`config.mk`:
```
export PLATFORM = sky130hd
export DESIGN_NAME = shift_issue_stage
export DESIGN_NICKNAME = d
export VERILOG_FILES = /design/src/rtl/shift_issue_stage.sv
export SDC_FILE = /design/constraint.sdc
export NUM_CORES = 1
export LEC_CHECK = 0
export BUFFER_PORTS_ARGS = -buffer_cell sky130_fd_sc_hd__buf_4
export CAP_MARGIN = 20
export CORE_MARGIN = 2
export CORE_UTILIZATION = 57
export CTS_CLUSTER_SIZE = 10
export DETAILED_ROUTE_END_ITERATION = 7
export GPL_ROUTABILITY_DRIVEN = 0
export HOLD_SLACK_MARGIN = 0.03
export PLACE_DENSITY = 0.95
export SLEW_MARGIN = 30
export SYNTH_ARGS = -nofsm -noshare
export SYNTH_HDL_FRONTEND = slang
export SYNTH_SLANG_ARGS = --single-unit
export TNS_END_PERCENT = 20
```
`constraint.sdc`:
```
create_clock -name clock -period 4.51 [get_ports clock]
set_input_delay 0.902 -clock clock [delete_from_list [all_inputs] [get_ports clock]]
set_output_delay 0.902 -clock clock [all_outputs]
set_load 0.01 [all_outputs]
```
`src/rtl/shift_issue_stage.sv`:
```
// shift_issue_stage: decodes OR1K shifts, resolves operands and queues them in a 2-entry skid buffer.
// Define SHIFT_ISSUE_FWD_EN to enable the fwd* bypass path.
module shift_issue_stage #(
    parameter int DEPTH_LOG2 = 1
) (
    input  logic        clock,
    input  logic        reset,
    input  logic        flush,
    input  logic        inValid,
    output logic        inReady,
    input  logic [31:0] instruction,
    input  logic [31:0] regAData,
    input  logic [31:0] regBData,
    input  logic        fwdValid,
    input  logic [4:0]  fwdReg,
    input  logic [31:0] fwdData,
    output logic        outValid,
    input  logic        outReady,
    output logic [1:0]  shiftControl,
    output logic [31:0] operantA,
    output logic [31:0] operantB,
    output logic [4:0]  destReg
);
    typedef enum logic [1:0] {EMPTY, ONE, TWO} state_t;
    typedef struct packed {
        logic [1:0]  ctrl;
        logic [31:0] a;
        logic [31:0] b;
        logic [4:0]  dest;
    } entry_t;

    if (DEPTH_LOG2 != 1) begin : g_depth_check
        $error("shift_issue_stage supports only DEPTH_LOG2 == 1");
    end

    state_t state_q, state_d;
    entry_t head_q, head_d, tail_q, tail_d, new_entry;
    logic is_reg, is_imm, accept, pop, write, hit_a, hit_b, unused;
    logic [4:0] idx_a, idx_b;

    assign idx_a = instruction[20:16];
    assign idx_b = instruction[15:11];
    assign is_reg = instruction[31:26] == 6'h38 && instruction[9:8] == 2'b00 && instruction[3:0] == 4'h8;
    assign is_imm = instruction[31:26] == 6'h2E;

`ifdef SHIFT_ISSUE_FWD_EN
    assign hit_a = fwdValid && fwdReg == idx_a;
    assign hit_b = fwdValid && fwdReg == idx_b;
    assign unused = ^{instruction[10], instruction[5]};
`else
    assign hit_a = 1'b0;
    assign hit_b = 1'b0;
    assign unused = ^{instruction[10], instruction[5], fwdValid, fwdReg};
`endif

    // r0 wins over any bypass match, so a forward to r0 is ignored
    always_comb begin
        new_entry.ctrl = instruction[7:6];
        new_entry.dest = instruction[25:21];
        new_entry.a = idx_a == 5'd0 ? 32'h0 : hit_a ? fwdData : regAData;
        new_entry.b = is_imm ? {27'b0, instruction[4:0]} :
                      idx_b == 5'd0 ? 32'h0 : hit_b ? fwdData : regBData;
    end

    assign inReady  = state_q != TWO && !reset && !flush;
    assign outValid = state_q != EMPTY;
    assign accept   = inValid && inReady;
    assign pop      = outValid && outReady;
    assign write    = accept && (is_reg || is_imm);

    always_comb begin
        state_d = state_q;
        head_d  = head_q;
        tail_d  = tail_q;
        case (state_q)
            EMPTY: begin
                state_d = write ? ONE : EMPTY;
                head_d  = write ? new_entry : head_q;
            end
            ONE: begin
                state_d = write && !pop ? TWO : !write && pop ? EMPTY : ONE;
                head_d  = write && pop ? new_entry : head_q;
                tail_d  = write && !pop ? new_entry : tail_q;
            end
            TWO: begin
                state_d = pop ? ONE : TWO;
                head_d  = pop ? tail_q : head_q;
            end
            default: state_d = EMPTY;
        endcase
        if (flush) state_d = EMPTY;
    end

    always_ff @(posedge clock) begin
        if (reset) begin
            state_q <= EMPTY;
            head_q  <= '0;
            tail_q  <= '0;
        end else begin
            state_q <= state_d;
            head_q  <= head_d;
            tail_q  <= tail_d;
        end
    end

    assign shiftControl = head_q.ctrl;
    assign operantA     = head_q.a;
    assign operantB     = head_q.b;
    assign destReg      = head_q.dest;
endmodule
```
==> reports/qor.txt, run 1 <==
DRC -> 0
Setup CP Type -> in2reg
PD cells -> 323 nW/um^2
Largest net degree at the start of global routing -> 77
Placeable Area -> 12600 um^2
Post-synth EDFFs -> 0
Post-synth top area cell -> dfxtp_1
Area of the die -> 13800 um^2
Switch share -> 21.8%
Drt total wl -> 22.9 mm
CTS Hold Bufs -> 0
Pint -> 0.00232 W
Die height -> 118 um
Crit path time final -> 3.59 ns
RSZ-0062 raised after global routing -> false
PortBufs -> 171
Cts bufs inserted -> 17
Total negative setup slack -> 0 ns
Hold Path Class -> reg2reg
Synth top area share -> 39.2%
Row count -> 41
Combinational power share -> 6.1%
Mapped cell area -> 7350 um^2
Total GRT Usage -> 32.4%
H-tree depth -> 4
Worst-skew pair later-pin latency -> 0.43 ns
Clk_skew -> 0.00605 ns
# Max-Cap Violations -> 0
CTS Buffer Depth -> 2
Post-route ant nets -> 0
Crit-path max FO -> 51
Synth Register Bits -> 144
Final Slew Violations -> 0
Critical Path AT -> 3.87 ns
Nets -> 1101
Clock Power Share -> 51.0%
Yosys warns -> 0
Die span in x -> 118 um
Fin util -> 72.8%
Setup Fix Bufs, Post-CTS -> 0
Syn_area_per_cell -> 8.52 um^2
Syn_nets -> 1004
Clock slew at reported path FFs -> 0.06 ns
Post-synth ARST share -> 0%
Post-DR wirelength/cell -> 20.0 um
Vias per inst -> 6.69
Layout cells sized above 1 -> 28.6%
Seq/Total Area, Yosys -> 39.2%
Final Setup Violations -> 0
Initial Utilization -> 58.2%
Post-CTS resize count -> 0
IO Count -> 212
Initial antenna violation count -> 0
CTS root buf -> clkbuf_16
Top cells by area, synth -> dfxtp_1, a311oi_2, nand2_1, o32ai_1, or3_1
Drt pass-1 iters -> 5
Vias in the first global route -> 7522
Top_reg_cell synth -> dfxtp_1
Post-DP HPWL -> 13.2 mm
First-pass GRT wire length -> 36.8 mm
Leakage power total -> 3.69 nW
CTS sink count -> 144
Fmax -> 0.278 GHz
Switching power -> 0.000645 W
CP required -> 4.78 ns
CP Capture Type -> register
Antenna Cells -> 0
Outcome -> finished clean
Post-synthesis cell type count -> 43
CTS tree -> done
Iteration-0 DRC count of the detailed router -> 937
Flop pwr share -> 43.0%
Global route overflow -> 0
Worst-Margin Slew -> 1.00 ns
Hold Fails Final Rpt -> 0
Area Overhead vs Synth -> 25.0%
Peak supply drop -> 0.000310 V
Cell count after synthesis -> 863
Final period util -> 79.7%
Startpoint types -> primary input
Slew HR -> 33.1%
Via Count -> 7664
[layout by cell type, fill, tap and decap left out, types with 3 or more instances in the layout]
cell,count
o211a_1,7
clkinv_2,5
buf_4,187
o32ai_1,59
and3_1,5
a31oi_1,5
a41oi_1,5
o21ai_0,5
a21oi_1,73
nor2_1,10
buf_12,3
bufinv_16,4
mux2i_1,7
or3_1,59
a311oi_1,24
nand4_1,55
clkbuf_8,3
and3b_1,4
dfxtp_1,142
o211ai_1,9
nand3_1,64
a311oi_2,40
o31ai_1,5
nand2b_1,5
a2111oi_0,5
clkbuf_16,17
nand2_1,134
nor3_1,4
[per-layer routing]
| metal | wire (um) | part of all wire [%] | global-route usage (%) | up-vias |
|---|---|---|---|---|
| met5 | 0 | 0 | 0 | - |
| met4 | 996 | 4.3 | 18.3 | 0 |
| met3 | 1830 | 8.0 | 7.46 | 85 |
| met2 | 11300 | 49 | 55.2 | 418 |
| met1 | 8850 | 39 | 37.4 | 3659 |
| li1 | - | - | - | 3502 |
[cell usage after synthesis (2+ instances only)]
| library cell | instances |
|---|---|
| o211ai_1 | 9 |
| buf_4 | 2 |
| buf_6 | 6 |
| nand3_1 | 64 |
| nand4_1 | 55 |
| nand2_1 | 138 |
| o32ai_1 | 59 |
| ha_1 | 2 |
| a41oi_1 | 5 |
| mux2i_1 | 7 |
| buf_2 | 26 |
| a311oi_2 | 40 |
| or3_1 | 59 |
| a311oi_1 | 24 |
| buf_1 | 5 |
| nand2b_1 | 6 |
| o211a_1 | 7 |
| clkbuf_1 | 73 |
| nor2_1 | 10 |
| and2_1 | 2 |
| o31ai_1 | 5 |
| o21ai_0 | 5 |
| dfxtp_1 | 144 |
| a21oi_1 | 73 |
| nor3_1 | 4 |
| a2111oi_0 | 5 |
| and3_1 | 5 |
| a31oi_1 | 5 |
| and3b_1 | 4 |
[cell families after synthesis]
logic type,Yosys count,share of synthesized area (%)
AND/OR/NAND/NOR,354,24.4
AO/OA/AOI/OAI,242,28.1
flip-flops,144,39.2
buffers and inverters,114,6.98
multiplexers,7,0.953
adder cells (fa/ha/maj),2,0.340
[area by class of cell]
class	count	area (um^2)
clock buffer	21	470
clock inverter	11	160
fill	919	3440
inverter	2	7.51
multi-input combinational	605	3980
sequential	144	2890
tap	172	215
timing repair buffer	190	1460
[flip-flops by register name, summed over array words and instances (netlist names)]
register / count
operantB: 32
destReg: 5
tail_q: 71
state_q: 2
operantA: 32
shiftControl: 2
[path summary, 6_finish.rpt]
path	start	endpoint	slack, ns	depth (start not counted)
setup / recovery	instruction[27]	operantA[1]$_SDFFE_PP0P_	0.92	10
hold reg to reg	tail_q[22]$_SDFFE_PP0P_	tail_q[22]$_SDFFE_PP0P_	0.45	2
hold / removal	tail_q[22]$_SDFFE_PP0P_	tail_q[22]$_SDFFE_PP0P_	0.45	2
setup reg to reg	state_q[1]$_SDFF_PP0_	operantA[1]$_SDFFE_PP0P_	1.47	10
[through the flow]
step                power (W)  cells  instance area (um^2)  hold WS, ns  setup slack [ns]
global placement      0.00147   1113                  8540        0.438             0.760
finish                0.00297   1145                  9180        0.452             0.916
detailed placement    0.00148   1113                  8550        0.444             0.649
floorplan             0.00138    863                  7350        0.432              1.24
CTS                   0.00296   1145                  9180        0.451              1.05
global route          0.00303   1145                  9180        0.463             0.825
[critical path, stage by stage]
cell and delay [ns]:
buf_4 0.11, nor4_1 0.38, nand4_1 0.46, a21oi_1 0.37
ha_1 0.19, and3b_4 0.23, a211o_2 0.40, a21boi_4 0.29
buf_12 0.29, a311oi_1 0.16
[power by group through the flow]
stage               Sequential [W]  Clock (W)  Combinational [W]
floorplan                  0.00130          0          0.0000746
global placement           0.00130          0           0.000168
detailed placement         0.00130          0           0.000174
CTS                        0.00128    0.00151           0.000175
global route               0.00127    0.00157           0.000190
finish                     0.00128    0.00151           0.000180
Power figures use the tool's default switching activity.
==> run 2, diff against run 1 <==
--- a/config.mk
+++ b/config.mk
@@ -8,12 +8,12 @@
 export BUFFER_PORTS_ARGS = -buffer_cell sky130_fd_sc_hd__buf_4
 export CAP_MARGIN = 20
 export CORE_MARGIN = 2
-export CORE_UTILIZATION = 57
+export CORE_UTILIZATION = 52
 export CTS_CLUSTER_SIZE = 10
 export DETAILED_ROUTE_END_ITERATION = 7
 export GPL_ROUTABILITY_DRIVEN = 0
 export HOLD_SLACK_MARGIN = 0.03
-export PLACE_DENSITY = 0.95
+export PLACE_DENSITY = 0.9
 export SLEW_MARGIN = 30
 export SYNTH_ARGS = -nofsm -noshare
 export SYNTH_HDL_FRONTEND = slang
==> constraint.sdc (replaced) <==
create_clock -name clock -period 3.8 [get_ports clock]
set_input_delay 0.76 -clock clock [delete_from_list [all_inputs] [get_ports clock]]
set_output_delay 0.76 -clock clock [all_outputs]
set_load 0.01 [all_outputs]
==> reports/qor.txt, run 2 (synthesized netlist as in run 1, its figures left out) <==
GR Util met2 -> 47.9% (-7.3 points)
Startpoint types -> register
Initial Utilization -> 53.2% (-5.1 points)
Crit path time final -> 2.92 ns
Area of the multi-input gates -> 3980 um^2 (-0.13%)
Hold Fails Final Rpt -> 0 (unchanged)
Worst reg2reg startpoint -> state_q[0]$_SDFF_PP0_
Largest net degree at the start of global routing -> 70 (-9.1%)
Post-route ant nets -> 0 (unchanged)
Final Slew Violations -> 0 (unchanged)
Hold Path Class -> reg2reg
Vias in the first global route -> 7090 (-5.7%)
Worst-Margin Slew -> 0.927 ns (-0.0761 ns)
Area of the die -> 15100 um^2 (+9.3%)
Placeable Area -> 13800 um^2 (+9.6%)
Pre-CTS WS -> 0.637 ns (-0.0117 ns)
Antenna Cells -> 0 (unchanged)
Design Area, Final -> 9260 um^2 (+0.78%)
Final Setup Violations -> 0 (unchanged)
Row count -> 43 (+4.9%)
Iteration-0 DRC count of the detailed router -> 803 (-14%)
Initial antenna violation count -> 0 (unchanged)
Fmax -> 0.343 GHz
Clk_skew -> 0.00740 ns (+0.00135 ns)
Critical Path AT -> 3.25 ns (-0.62 ns)
First-pass GRT wire length -> 35.2 mm (-4.1%)
DRC -> 0 (unchanged)
CTS root buf -> clkbuf_16
Hold_sp -> tail_q[32]$_SDFFE_PP0P_
H-tree depth -> 4 (unchanged)
Worst hold stages -> 2 (unchanged)
Vias per inst -> 6.53 (-2.4%)
Dpl cell area -> 8630 um^2 (+0.94%)
CTS Hold Bufs -> 0 (unchanged)
Leakage power total -> 3.71 nW (+0.56%)
R2R Setup Slk -> 0.88 ns (-0.59 ns)
Drt total wl -> 22.4 mm (-2.4%)
Max reg flops -> 71 (unchanged)
RSZ-0062 raised after global routing -> false
Clock slew at reported path FFs -> 0.06 ns (about the same)
Worst-skew pair later-pin latency -> 0.42 ns (about the same)
CP required -> 4.13 ns (-0.65 ns)
Met3 global-route usage -> 6.41% (-1.0 points)
Crit-path max FO -> 25 (-51%)
Total GRT Usage -> 29.6% (-2.8 points)
Filler instances -> 1085 (+18%)
Reg with most FFs -> tail_q
CTS tree -> done
Slew HR -> 38.2% (+5.1 points)
IO Count -> 212 (unchanged)
Nets -> 1106 (+0.45%)
Worst Hold Endpoint -> tail_q[32]$_SDFFE_PP0P_
Outcome -> finished clean
Via Count -> 7563 (-1.3%)
CTS sink count -> 144 (unchanged)
Final worst setup slack -> 0.882 ns (-0.0341 ns)
Area Overhead vs Synth -> 25.9%
Layout cells sized above 1 -> 28.8% (+0.26 points)
Post-DP HPWL -> 13.2 mm (+0.63%)
Sequential Area -> 2890 um^2 (unchanged)
Cts bufs inserted -> 17 (unchanged)
Commonest non-fill, non-tap cell in the layout -> buf_4
Most Used Layer, Global Route -> met2
Met1 GRT Util -> 36.1% (-1.3 points)
Total Power -> 0.00350 W (+18%)
Setup CP Type -> reg2reg
Total negative setup slack -> 0 ns (unchanged)
Reg-to-Reg End -> operantB[2]$_SDFFE_PP0P_
Die height -> 123 um (+4.5%)
Drt pass-1 iters -> 5 (unchanged)
Most frequent cells in the layout -> buf_4, dfxtp_1, nand2_1
CP Capture Type -> register
# Max-Cap Violations -> 0 (unchanged)
Final period util -> 76.8%
Post-CTS resize count -> 0 (unchanged)
Die span in x -> 123 um (+4.5%)
Global route overflow -> 0 (unchanged)
FF-to-FF path depth -> 10 (unchanged)
Peak supply drop -> 0.000346 V (+12%)
Setup Fix Bufs, Post-CTS -> 0 (unchanged)
Post-DR wirelength/cell -> 19.3 um (-3.5%)
Fin util -> 66.9% (-5.8 points)
PD cells -> 378 nW/um^2 (+17%)
CTS Buffer Depth -> 2 (unchanged)
PortBufs -> 171 (unchanged)
==> run 2: cell types whose count changed in the layout (fill, tap and decap cells not counted), sizes merged <==
cell	change
buf	+5
clkinvlp	-1
clkinv	+1
==> run 2: stage by stage <==
stage	std cells	hold slack, ns
after CTS	1158	0.451
after global routing	1158	0.463
after floorplan	863	0.432
after global placement	1126	0.438
final	1158	0.449
after detailed placement	1126	0.443
==> run 2: routing by layer <==
metal,up-vias,routed length [um]
met5,-,0
met3,77,1730
met2,365,10900
met1,3601,8820
met4,0,960
li1,3520,-
==> run 2: critical path, cell delays in order, from the launching register on <==
cell and delay [ns]:
dfxtp_2 0.52, and2b_2 0.27, nor3_1 0.24, nand2_1 0.13, a21oi_1 0.20, ha_1 0.20
and3b_4 0.24, a211o_2 0.16, buf_4 0.30, o211ai_1 0.26, o31ai_1 0.30
==> run 2: final cells by class <==
type | count | share of cell area [%]
Clock inverter | 11 | 1.74
Timing Repair Buffer | 195 | 16.6
Multi-Input combinational cell | 605 | 43.0
Sequential cell | 144 | 31.2
Inverter | 2 | 0.0811
Tap cell | 180 | 2.43
Clock buffer | 21 | 4.97
==> run 2: worst max-delay path by stage <==
stage                                startpoint                         to  slack (ns)  depth (start not counted)
after CTS                 state_q[0]$_SDFF_PP0_   operantB[2]$_SDFFE_PP0P_        0.95                         10
after detailed placement        instruction[27]   operantB[2]$_SDFFE_PP0P_        0.64                         10
after floorplan                 instruction[27]  operantA[10]$_SDFFE_PP0P_        0.67                         13
after global placement          instruction[27]   operantB[2]$_SDFFE_PP0P_        0.67                         10
after global routing      state_q[0]$_SDFF_PP0_   operantB[0]$_SDFFE_PP0P_        0.63                         10
final                     state_q[0]$_SDFF_PP0_   operantB[2]$_SDFFE_PP0P_        0.88                         10
==> run 2: where the power goes <==
| group | internal [W] | total (W) | switching [W] |
|---|---|---|---|
| sequential | 0.00151 | 0.00151 | 0.00000152 |
| clock | 0.00113 | 0.00177 | 0.000644 |
| combinational | 0.0000984 | 0.000210 | 0.000112 |
==> run 3, diff against run 2 <==
==> constraint.sdc (replaced) <==
create_clock -name clock -period 2.69 [get_ports clock]
set_input_delay 0.538 -clock clock [delete_from_list [all_inputs] [get_ports clock]]
set_output_delay 0.538 -clock clock [all_outputs]
set_load 0.01 [all_outputs]
==> reports/qor.txt, run 3 (synthesized netlist as in run 1, its figures left out) <==
Hold Path Class -> in2reg
Hold Fails Final Rpt -> 0 (unchanged)
Drt pass-1 iters -> 7 (+2)
Pre-CTS WS -> -0.144 ns (-0.782 ns)
First-pass GRT wire length -> 35.5 mm (+0.88%)
Commonest non-fill, non-tap cell in the layout -> buf_4
Outcome -> finished clean
CP required -> 3.02 ns (-1.11 ns)
CTS Buffer Depth -> 2 (unchanged)
Fin Hold WS -> 0.318 ns (-0.131 ns)
Leakage power total -> 3.75 nW (+1.0%)
CTS tree -> done
Vias in the first global route -> 7102 (+0.17%)
Drt total wl -> 22.8 mm (+1.7%)
Vias per inst -> 6.58 (+0.68%)
CTS Hold Bufs -> 0 (unchanged)
Iteration-0 DRC count of the detailed router -> 954 (+19%)
CTS sink count -> 144 (unchanged)
Via Count -> 7680 (+1.5%)
Nets -> 1116 (+0.90%)
CTS root buf -> clkbuf_16
Fmax -> 0.393 GHz (+15%)
Startpoint types -> register
Initial antenna violation count -> 0 (unchanged)
Initial Utilization -> 53.2% (unchanged)
Buffers plus inverters on the worst setup path -> 1 (unchanged)
Area Overhead vs Synth -> 27.3%
Crit path time final -> 2.54 ns (-0.377 ns)
Final worst setup slack -> 0.148 ns (-0.733 ns)
Global route overflow -> 0 (unchanged)
Critical path's top delay family -> compound AO/OA/AOI/OAI gates
CP Capture Type -> register
Total GRT Usage -> 29.8% (+0.21 points)
Final Setup Violations -> 0 (unchanged)
Critical Path AT -> 2.87 ns (-0.38 ns)
IO Count -> 212 (unchanged)
Final period util -> 94.5% (+18 points)
Max reg flops -> 71 (unchanged)
Worst-skew pair later-pin latency -> 0.43 ns (about the same)
# Max-Cap Violations -> 0 (unchanged)
Antenna Cells -> 0 (unchanged)
Final Slew Violations -> 0 (unchanged)
Cts bufs inserted -> 17 (unchanged)
RSZ-0062 raised after global routing -> false
Layout cells sized above 1 -> 29.9% (+1.0 points)
PortBufs -> 171 (unchanged)
Slew HR -> 42.7% (+4.5 points)
Setup CP Type -> reg2reg
Die height -> 123 um (unchanged)
CP cell instances -> and2b_2 -> nor3_2 -> nand2_1 -> a21oi_1 -> ha_1 -> and3b_4 -> a211o_2 -> buf_12 -> o211ai_1 -> o31ai_1
Post-DP HPWL -> 13.3 mm (+0.58%)
Clk_skew -> 0.00681 ns (-0.000596 ns)
Critical-path top delay cell -> dfxtp_4
PD cells -> 512 nW/um^2 (+36%)
Post-DR wirelength/cell -> 19.5 um (+0.86%)
Reg with most FFs -> tail_q
Area of the die -> 15100 um^2 (unchanged)
Row count -> 43 (unchanged)
Worst-Margin Slew -> 0.859 ns (-0.0682 ns)
Placeable Area -> 13800 um^2 (unchanged)
Post-route ant nets -> 0 (unchanged)
Most frequent cells in the layout -> buf_4, dfxtp_1, nand2_1
H-tree depth -> 4 (unchanged)
Filler instances -> 1063 (-2.0%)
DRC -> 0 (unchanged)
Largest net degree at the start of global routing -> 72 (+2.9%)
Clock slew at reported path FFs -> 0.06 ns (about the same)
Fin util -> 67.7% (+0.72 points)
Crit-path max FO -> 38 (+52%)
Die span in x -> 123 um (unchanged)
Peak supply drop -> 0.000411 V (+19%)
Max incr delay on CP -> 0.42 ns (-0.10 ns)
[run 3: metrics by stage]
| step | setup TNS (ns) | instance area [um^2] | std cells | power (W) |
|---|---|---|---|---|
| after floorplan | 0 | 7360 | 863 | 0.00231 |
| after global placement | -2.74 | 8760 | 1136 | 0.00248 |
| after detailed placement | -4.13 | 8760 | 1136 | 0.00248 |
| after CTS | 0 | 9350 | 1168 | 0.00479 |
| after global routing | 0 | 9360 | 1168 | 0.00493 |
| final | 0 | 9360 | 1168 | 0.00479 |
[run 3: cell type report]
class | count | area [um^2] | share of cell area [%]
clock inverters | 13 | 138 | 1.47
well taps | 180 | 225 | 2.41
repair buffers | 205 | 1670 | 17.8
inverters | 2 | 7.51 | 0.0802
flip-flops and latches | 144 | 2890 | 30.9
multi-input cells | 605 | 3980 | 42.5
clock buffers | 19 | 453 | 4.84
[run 3: metal layers]
layer	GRT usage [%]	part of all wire, %	up-vias
met5	0	0	-
met4	15.7	4.1	0
met3	6.27	8.5	77
met2	48.7	48	423
met1	36.8	39	3642
li1	-	-	3538
[run 3: power breakdown]
part	switching (W)	total (W)	internal (W)
registers	0.00000217	0.00214	0.00213
clock network	0.000938	0.00235	0.00141
logic	0.000161	0.000307	0.000145
[run 3: what timing repair did]
action,in CTS,in global routing
gates resized for setup,0,2
setup buffers,0,0
setup endpoints to repair,0,29
[run 3: path summary, 6_finish.rpt]
kind / to / slack, ns / start / depth (start not counted)
max reg2reg: operantB[0]$_SDFFE_PP0P_ / 0.15 / state_q[0]$_SDFF_PP0_ / 10
max: operantB[0]$_SDFFE_PP0P_ / 0.15 / state_q[0]$_SDFF_PP0_ / 10
min: state_q[0]$_SDFF_PP0_ / 0.32 / flush / 2
min reg2reg: tail_q[16]$_SDFFE_PP0P_ / 0.45 / tail_q[16]$_SDFFE_PP0P_ / 2
